===== src/rtl/tff_sync_counter.sv =====
// Up/down modulo counter built from T-type stages: a per-bit toggle-enable
// generator drives t_vec, and every bit simply flips when its enable is set.
module tff_sync_counter #(
  parameter int WIDTH   = 4,
  parameter int MOD_MAX = 15
) (
  input  logic             clk,
  input  logic             reset,
  input  logic             en,
  input  logic             up,
  input  logic             load,
  input  logic [WIDTH-1:0] load_val,
  output logic [WIDTH-1:0] q,
  output logic [WIDTH-1:0] t_vec,
  output logic             tc,
  output logic             wrap
);

  localparam logic [WIDTH-1:0] MaxVal = WIDTH'(MOD_MAX);

  logic [WIDTH-1:0] count_q, count_d;
  logic             wrap_q, wrap_d;
  logic [WIDTH-1:0] tVec;
  logic [WIDTH-1:0] loadClamped;
  logic             atMax, atZero, termCount, chain;

  // Toggle-enable generator. A load toggles exactly the bits that differ from
  // the clamped target. At a boundary the wrap value is reached by toggling.
  // Otherwise a ripple chain toggles bit i when all lower bits are 1 (up) or 0 (down).
  always_comb begin
    atMax       = (count_q == MaxVal);
    atZero      = (count_q == '0);
    loadClamped = (load_val > MaxVal) ? MaxVal : load_val;
    termCount   = en & ~load & ((up & atMax) | (~up & atZero));
    tVec        = '0;
    chain       = 1'b1;
    if (load) begin
      tVec = count_q ^ loadClamped;
    end else if (en) begin
      if (up && atMax) begin
        tVec = count_q;
      end else if (!up && atZero) begin
        tVec = MaxVal;
      end else begin
        for (int i = 0; i < WIDTH; i++) begin
          tVec[i] = chain;
          chain   = chain & (up ? count_q[i] : ~count_q[i]);
        end
      end
    end
    count_d = count_q ^ tVec;
    wrap_d  = termCount;
  end

  // T stages plus the registered wrap pulse; load and idle cycles force
  // termCount low, so wrap clears on those edges automatically.
  always_ff @(posedge clk) begin
    if (reset) begin
      count_q <= '0;
      wrap_q  <= 1'b0;
    end else begin
      count_q <= count_d;
      wrap_q  <= wrap_d;
    end
  end

  assign q     = count_q;
  assign t_vec = tVec;
  assign tc    = termCount;
  assign wrap  = wrap_q;

endmodule


===== config.mk =====
export PLATFORM = sky130hd
export DESIGN_NAME = tff_sync_counter
export DESIGN_NICKNAME = d
export VERILOG_FILES = /design/src/rtl/tff_sync_counter.sv
export SDC_FILE = /design/constraint.sdc
export NUM_CORES = 1
export LEC_CHECK = 0
export ABC_CLOCK_PERIOD_IN_PS = 1590
export BUFFER_PORTS_ARGS = -buffer_cell sky130_fd_sc_hd__buf_2
export CAP_MARGIN = 15
export CORE_AREA = 2 2 39 41
export CTS_CLUSTER_SIZE = 8
export DETAILED_ROUTE_END_ITERATION = 7
export DIE_AREA = 0 0 41 43
export GPL_TIMING_DRIVEN = 0
export SLEW_MARGIN = 0
export SYNTH_ARGS = -nofsm -noshare
export SYNTH_HDL_FRONTEND = slang
export SYNTH_SLANG_ARGS = --single-unit

===== constraint.sdc =====
create_clock -name clk -period 1.59 [get_ports clk]
set_clock_uncertainty 0.1 [all_clocks]
set_input_delay 0.318 -clock clk [delete_from_list [all_inputs] [get_ports clk]]
set_output_delay 0.318 -clock clk [all_outputs]
set_load 0.02 [all_outputs]

==> impl_metrics.tcl, run 1 <==
set metrics [dict create \
    dr.first_iter.drc_count 4 \
    dp_hpwl_um 649.2 \
    rsz0062_at_grt "true" \
    cts.sinks 5 \
    fmax_mhz 582.8 \
    grt_max_degree 9 \
    fin_nets 80 \
    ys_ff_latch 5 \
    antenna_found_initial 0 \
    p_per_area_nw_per_um2 915.4 \
    die_y_um 43 \
    portBuffers 17 \
    final_common_cell "buf_2" \
    clkLatencyLatePin_ns 0.24 \
    synth_warnings 0 \
    drtAntennaViolNets 0 \
    hold_viol_final 0 \
    worstMarginPinSlew_ns 0.2159 \
    violations "setup timing" \
    cp.arrival_ns 1.30 \
    setup_viol 5 \
    cts_buffers 3 \
    fp-row-count 14 \
    clockRootBuffer "clkbuf_4" \
    syn_to_final_growth_pct 64.92 \
    syn_inst 43 \
    drc 0 \
    clk_pin_slew_ns 0.05 \
    max_slew_margin_pct 85.19 \
    crit_required_ns 1.17 \
    met1_usage_pct 14.84 \
    cp_max_fo 7 \
    core-area_um2 1384 \
    cts_buffer_depth 2 \
    pre_cts_slack_ns -0.01174 \
    grt_pass1_vias 326 \
    crit_type "reg -> out" \
    cts_tree "yes" \
    fin_util_pct 45.48 \
    holdBufCountCts 0 \
    fp.dieW_um 41 \
    layout_common_cells "buf_2, buf_4, nor2_1, xor2_1, buf_6" \
    crit_path_start_kind "flop" \
    grt_busiest_layer "met2" \
    syn-num-nets 52 \
    synth_area_per_cell_um2 8.875 \
    synth_cell_types 23 \
    grt_overflow 0 \
    grt_pass1_wl_um 1324 \
    drv_slew 0 \
    wl_per_cell_um 11.06 \
    end_kind "output port" \
    fin_ws_ns -0.1260 \
    fin_setup_tns_ns -0.3477 \
    synth_area_um2 381.6 \
    status "finished with violations" \
    pin_count 19 \
    yosysSeqAreaShare_pct 26.23 \
    initial_core_util_pct 27.58 \
    drt-total-wl_um 951 \
    track_usage_pct 11.26 \
    antenna_cells 0 \
    period_needed_ns 1.716 \
    p_leak_nw 0.3130 \
    htree_levels 1 \
    vias_per_cell 4.733 \
    cap_violations 0 \
    final_layout_size_suffix_gt1_share_pct 61.43 \
    routabilityCongestion 0.6479 \
    die-area_um2 1763 \
    fin_crit_sh_pct 107.9 \
    grt_use_met2_pct 15.00 \
    peakVddDrop_uv 391.7 \
    min_path_type "in -> reg" \
    grt.met3_usage_pct 1.571 \
    drt_first_pass_iters 4 \
    routed-via-count 407 \
]
-- worst max-delay path, cell delays in order (launching register included) --
cell and delay [ns]:
dfxtp_4 0.37, and4_1 0.19, o21ba_2 0.20, a21o_1 0.16, buf_6 0.13
-- power breakdown --
part	internal (mW)	leakage, nW	switching (mW)
combinational	0.134	0.255	0.120
sequential	0.145	0.0431	0.0288
clock	0.0950	0.0150	0.0536
total	0.374	0.313	0.202
-- layer usage --
layer  wire, um  share of wire [%]  vias up
li1           -                  -      208
met1        427                 45      184
met2        466                 49       15
met3         58                6.1        0
met4          0                  0        0
met5          0                  0        -
-- sequential cells by signal, summed over array words and instances (netlist names) --
register  count
q             4
wrap          1
-- final timing paths --
| path | start | end | slack [ns] | depth (start not counted) |
|---|---|---|---|---|
| setup / recovery | q[1] | t_vec[3] | -0.13 | 4 |
| hold / removal | reset | q[2] | 0.24 | 2 |
| setup reg to reg | q[1] | q[1] | 0.12 | 5 |
| hold reg to reg | q[2] | q[2] | 0.52 | 2 |
-- area by class of cell --
| cell class | count | area, um2 |
|---|---|---|
| Fill cell | 134 | 754.5 |
| Multi-Input combinational cell | 34 | 294.0 |
| Timing Repair Buffer | 24 | 165.2 |
| Sequential cell | 5 | 111.4 |
| Clock buffer | 4 | 26.28 |
| Tap cell | 16 | 20.02 |
| Inverter | 2 | 7.507 |
| Buffer | 1 | 5.005 |
-- logic make-up (layout without fill, tap and decap cells) --
logic type / Yosys count / in the layout / synth area share, %
AOI/OAI and AO/OA: 8 / 8 / 17.70
muxes: 5 / 5 / 14.10
and+or+nand+nor: 16 / 16 / 24.26
DFF: 5 / 5 / 26.23
xor gates and xnor gates: 5 / 5 / 11.47
buffers and inverters: 4 / 31 / 6.229
-- synthesized netlist by cell type (all sizes together) --
library cell	number	area, um2
nor2	7	26.28
o21ai	3	15.01
inv	2	7.510
buf	2	16.26
nand2b	1	13.76
a2111oi	1	15.01
xor2	4	35.03
nor3	2	10.01
nor4	1	6.260
nor2b	2	12.51
dfxtp	5	100.1
and3	1	11.26
o21ba	1	10.01
nand2	1	3.750
mux2i	2	20.02
o2111a	1	11.26
a21o	1	7.510
a2bb2oi	1	8.760
and4	1	8.760
mux2	3	33.78
xnor2	1	8.760
-- metrics by stage --
stage	cell area [um2]	cells	hold WS, ns	power, mW
finish	629.4	86	0.2387	0.5761
global route	629.4	86	0.2449	0.6095
CTS	610.6	84	0.2389	0.5644
detailed placement	500.5	76	0.5024	0.3609
global placement	500.5	76	0.4936	0.3575
floorplan	395.4	43	0.2869	0.3033
-- repair_timing --
item,4_1_cts,5_1_grt
cloned,0,0
setup buffers,5,2
endpoints found under the hold margin,0,0
pin swaps,4,1
endpoints found under the setup margin,4,5
resized for setup,18,1
Power figures use the tool's default switching activity.
==> run 2, diff against run 1 <==
--- a/config.mk
+++ b/config.mk
@@ -9,7 +9,9 @@
 export BUFFER_PORTS_ARGS = -buffer_cell sky130_fd_sc_hd__buf_2
 export CAP_MARGIN = 15
 export CORE_AREA = 2 2 39 41
-export CTS_CLUSTER_SIZE = 8
+export CTS_BUF_LIST = sky130_fd_sc_hd__clkbuf_16
+export CTS_CLUSTER_DIAMETER = 100
+export CTS_CLUSTER_SIZE = 30
 export DETAILED_ROUTE_END_ITERATION = 7
 export DIE_AREA = 0 0 41 43
 export GPL_TIMING_DRIVEN = 0
==> run 2 against run 1 <==
  * Design area is 4.4% higher
  * Largest cell class unchanged
  * Total power up 41%
  * Setup slack improved by 0.012 ns
  * The flow still finishes with violations (setup timing)
  * Non-clock buffer count fell by 2
  * Critical path depth is the same
  * First-iteration DRC count stayed put
  * Critical endpoint unchanged
  * Utilization rose by 2.0 points
  * Die area unchanged
  * Combinational power shrank 10%
  * Via count fell by 3.9%
==> impl_metrics.tcl, run 2 (synthesized netlist as in run 1, its figures left out) <==
set metrics [dict create \
    end_kind "output port" \
    pre_cts_slack_ns -0.01174 \
    fmax_mhz 586.8 \
    p_per_area_nw_per_um2 1238 \
    syn_to_final_growth_pct 72.13 \
    drc 0 \
    core-area_um2 1384 \
    holdBufCountCts 0 \
    setup_viol 4 \
    fin_cells 84 \
    clk_pin_slew_ns 0.03 \
    antenna_cells 0 \
    vias_per_cell 4.655 \
    hold_viol_final 0 \
    p_leak_nw 0.3276 \
    drtAntennaViolNets 0 \
    n_fill_cell 132 \
    max_slew_margin_pct 85.24 \
    dpl-instance-area_um2 500.5 \
    cap_violations 0 \
    register_area_um2 111.4 \
    grt_pass1_wl_um 1421 \
    final_common_cell "buf_2" \
    track_usage_pct 12.76 \
    violations "setup timing" \
    final_area_um2 656.9 \
    power_mw 0.8135 \
    largest_register_ffs 4 \
    cts_buffer_depth 2 \
    fin_ws_ns -0.1141 \
    cp_max_fo 8 \
    dr.first_iter.drc_count 4 \
    period_needed_ns 1.704 \
    wl_per_cell_um 11.40 \
    portBuffers 17 \
    fp.dieW_um 41 \
    peakVddDrop_uv 634.1 \
    grt_max_degree 9 \
    pin_count 19 \
    initial_core_util_pct 27.58 \
    die_y_um 43 \
    layout_common_cells "buf_2, nor2_1, buf_4, xor2_1" \
    clockRootBuffer "clkbuf_16" \
    dp.cells 76 \
    worstMarginPinSlew_ns 0.2152 \
    crit_path_start_kind "flop" \
    multi_input_comb_area_um2 296.5 \
    status "finished with violations" \
    clkLatencyLatePin_ns 0.23 \
    fin_crit_sh_pct 107.2 \
    grt_overflow 0 \
    drv_slew 0 \
    die-area_um2 1763 \
    routed-via-count 391 \
    cp.arrival_ns 1.29 \
    cts.sinks 5 \
    cts_buffers 3 \
    dp_hpwl_um 649.2 \
    drt-total-wl_um 958 \
    grt_pass1_vias 331 \
    rsz0062_at_grt "true" \
    crit_required_ns 1.17 \
    routabilityCongestion 0.6479 \
    fin_nets 78 \
    cts_tree "yes" \
    drt_first_pass_iters 4 \
    htree_levels 1 \
    fp-row-count 14 \
    crit_type "reg -> out" \
    final_layout_size_suffix_gt1_share_pct 61.76 \
    min_path_type "in -> reg" \
    antenna_found_initial 0 \
]
==> run 2: worst paths after layout <==
| check | startpoint | endpoint | slack (ns) | cells past startpoint |
|---|---|---|---|---|
| worst max-delay path | q[1] | t_vec[3] | -0.11 | 4 |
| worst min-delay path | reset | q[2] | 0.26 | 2 |
| worst max register to register | q[0] | q[0] | 0.14 | 5 |
| worst min register to register | q[3] | q[3] | 0.51 | 2 |
==> run 2: cell type report <==
cell class	instances	area share [%]
clock inverters	1	0.5714
well taps	16	3.048
clock buffers	3	11.43
inverters	2	1.143
plain buffers	1	0.7619
flip-flops and latches	5	16.95
repair buffers	22	20.95
multi-input cells	34	45.14
==> run 2: metrics by stage <==
stage | util, % | hold WS, ns | setup TNS (ns)
finish | 47.47 | 0.2560 | -0.2055
global route | 47.47 | 0.2787 | -0.4417
CTS | 46.75 | 0.2640 | -0.2400
detailed placement | 36.17 | 0.5024 | -0.01555
global placement | 36.17 | 0.4936 | -0.01553
floorplan | - | 0.2869 | 0
==> run 2: metal layers <==
layer  global-route usage [%]  share of wire, %
met1                    16.13                44
met4                    14.00               5.4
met2                    15.63                44
met5                        0                 0
met3                    3.141               6.1
==> run 2: critical path, stage by stage, from the launching register on <==
cell,delay (ns)
dfxtp_4,0.37
and4_4,0.18
o21ba_2,0.21
a21o_1,0.17
buf_6,0.13
==> run 2: repair_timing <==
action,4_1_cts,5_1_grt
endpoints found under the setup margin,4,5
setup buffers,4,1
pin swaps,4,3
gates resized for setup,15,1
==> run 2: where the power goes <==
part	total, mW	switching, mW	internal (mW)
Clock	0.409	0.0837	0.326
Combinational	0.228	0.113	0.115
Sequential	0.176	0.0304	0.145
Total	0.813	0.227	0.586
==> run 3, diff against run 2 <==
--- a/config.mk
+++ b/config.mk
@@ -15,6 +15,7 @@
 export DETAILED_ROUTE_END_ITERATION = 7
 export DIE_AREA = 0 0 41 43
 export GPL_TIMING_DRIVEN = 0
+export SETUP_SLACK_MARGIN = 0.3
 export SLEW_MARGIN = 0
 export SYNTH_ARGS = -nofsm -noshare
 export SYNTH_HDL_FRONTEND = slang
==> run 3 against run 2 <==
  * The run still ends with setup timing left
  * Clock-buffer cell count is the same
  * Register-to-register slack is essentially flat
  * Final cell count grew 1.2%
  * Setup slack lost 0.051 ns
  * Largest power group unchanged
  * Highest routed layer unchanged
==> impl_metrics.tcl, run 3 (synthesized netlist as in run 1, its figures left out) <==
set metrics [dict create \
    fmax_mhz 569.8 \
    min_path_type "in -> reg" \
    p_per_area_nw_per_um2 1225 \
    cp_max_fo 7 \
    grt_pass1_vias 348 \
    cap_violations 0 \
    crit_required_ns 1.17 \
    wl_per_cell_um 10.85 \
    cpPeakStageDelay_ns 0.33 \
    cp.arrival_ns 1.34 \
    peakVddDrop_uv 789.1 \
    drt_first_pass_iters 1 \
    fp-row-count 14 \
    crit_chain "buf_6 > and4_4 > o21ba_4 > a21o_1 > buf_6" \
    routabilityCongestion 0.6212 \
    path_buf_inv 2 \
    clk_pin_slew_ns 0.04 \
    grt_overflow 0 \
    drt-total-wl_um 922 \
    htree_levels 1 \
    final_common_cell "buf_2" \
    die-area_um2 1763 \
    clockRootBuffer "clkbuf_16" \
    final_area_um2 720.7 \
    setup_viol 5 \
    crit_type "reg -> out" \
    dp_hpwl_um 605 \
    initial_core_util_pct 27.58 \
    multi_input_comb_area_um2 320.3 \
    register_area_um2 108.9 \
    antenna_cells 0 \
    cp_slowest_cell "dfxtp_4" \
    clkLatencyLatePin_ns 0.22 \
    drc 0 \
    fin_cells 85 \
    rsz0062_at_grt "true" \
    grt_max_degree 9 \
    crit_path_start_kind "flop" \
    n_fill_cell 130 \
    p_leak_nw 0.3467 \
    dr.first_iter.drc_count 0 \
    die_y_um 43 \
    vias_per_cell 4.518 \
    drv_slew 0 \
    crit_family "compound AO/OA/AOI/OAI gates" \
    routed-via-count 384 \
    drtAntennaViolNets 0 \
    max_slew_margin_pct 82.68 \
    cts_buffers 3 \
    fin_nets 79 \
    pin_count 19 \
    fp.dieW_um 41 \
    layout_common_cells "buf_2, buf_6, nor2_1, buf_4, xor2_1" \
    hold_ws_ns 0.2820 \
    end_kind "output port" \
    cts_tree "yes" \
    worstMarginPinSlew_ns 0.2578 \
    status "finished with violations" \
    fin_ws_ns -0.1651 \
    final_layout_size_suffix_gt1_share_pct 66.67 \
    critPathMostFrequentCell "buf_6" \
    largest_register_ffs 4 \
    core-area_um2 1384 \
    antenna_found_initial 0 \
    cts_buffer_depth 2 \
    grt_pass1_wl_um 1462 \
    syn_to_final_growth_pct 88.85 \
    track_usage_pct 12.73 \
    hold_viol_final 0 \
    period_needed_ns 1.755 \
    violations "setup timing" \
    fin_crit_sh_pct 110.4 \
    dp.cells 76 \
    portBuffers 17 \
    dpl-instance-area_um2 539.3 \
    cts.sinks 5 \
]
[run 3: cell count changes in the layout (fill, tap and decap cells not counted), sizes merged]
cell  before  now
buf       23   24
[run 3: path summary, 6_finish.rpt]
check | slack (ns) | from | end | cells past startpoint
hold reg to reg | 0.49 | q[2] | q[2] | 2
hold / removal | 0.28 | reset | q[2] | 2
setup reg to reg | 0.13 | q[0] | q[1] | 5
setup / recovery | -0.17 | q[0] | t_vec[3] | 5
[run 3: power breakdown]
group | leakage (nW) | switching, mW | total [mW] | internal [mW]
Combinational | 0.262 | 0.138 | 0.305 | 0.166
Sequential | 0.0428 | 0.0226 | 0.168 | 0.145
Clock | 0.0423 | 0.0841 | 0.410 | 0.326
[run 3: repair_timing]
action	CTS	global route
pin swaps	2	3
gates resized for setup	6	9
setup endpoints to repair	9	10
hold buffers	0	0
gates cloned	0	0
setup buffers	2	3
[run 3: stage by stage]
| stage | TNS, ns | setup WS, ns | power (mW) | util (%) |
|---|---|---|---|---|
| 6_report | -0.4993 | -0.1651 | 0.8829 | 52.08 |
| 5_1_grt | -0.7685 | -0.1898 | 0.9233 | 52.08 |
| 4_1_cts | -0.5914 | -0.1648 | 0.8320 | 47.29 |
| 3_5_place_dp | -0.01636 | -0.01636 | 0.3910 | 38.97 |
| 3_3_place_gp | -0.01466 | -0.01466 | 0.3880 | 38.97 |
| 2_1_floorplan | 0 | 0.1084 | 0.3326 | - |
[run 3: layout make-up]
class / count / share of cell area, %
Timing Repair Buffer: 22 / 23.09
Tap cell: 16 / 2.778
Buffer: 2 / 2.604
Inverter: 2 / 1.042
Sequential cell: 5 / 15.10
Multi-Input combinational cell: 34 / 44.44
Clock inverter: 1 / 0.5208
Clock buffer: 3 / 10.42
[run 3: routing by layer]
metal | part of all wire (%) | GRT usage, % | up-vias
met1 | 43 | 14.70 | 161
met4 | 2.9 | 8.000 | 0
met5 | 0 | 0 | -
met2 | 47 | 18.75 | 14
li1 | - | - | 207
met3 | 6.1 | 4.712 | 2
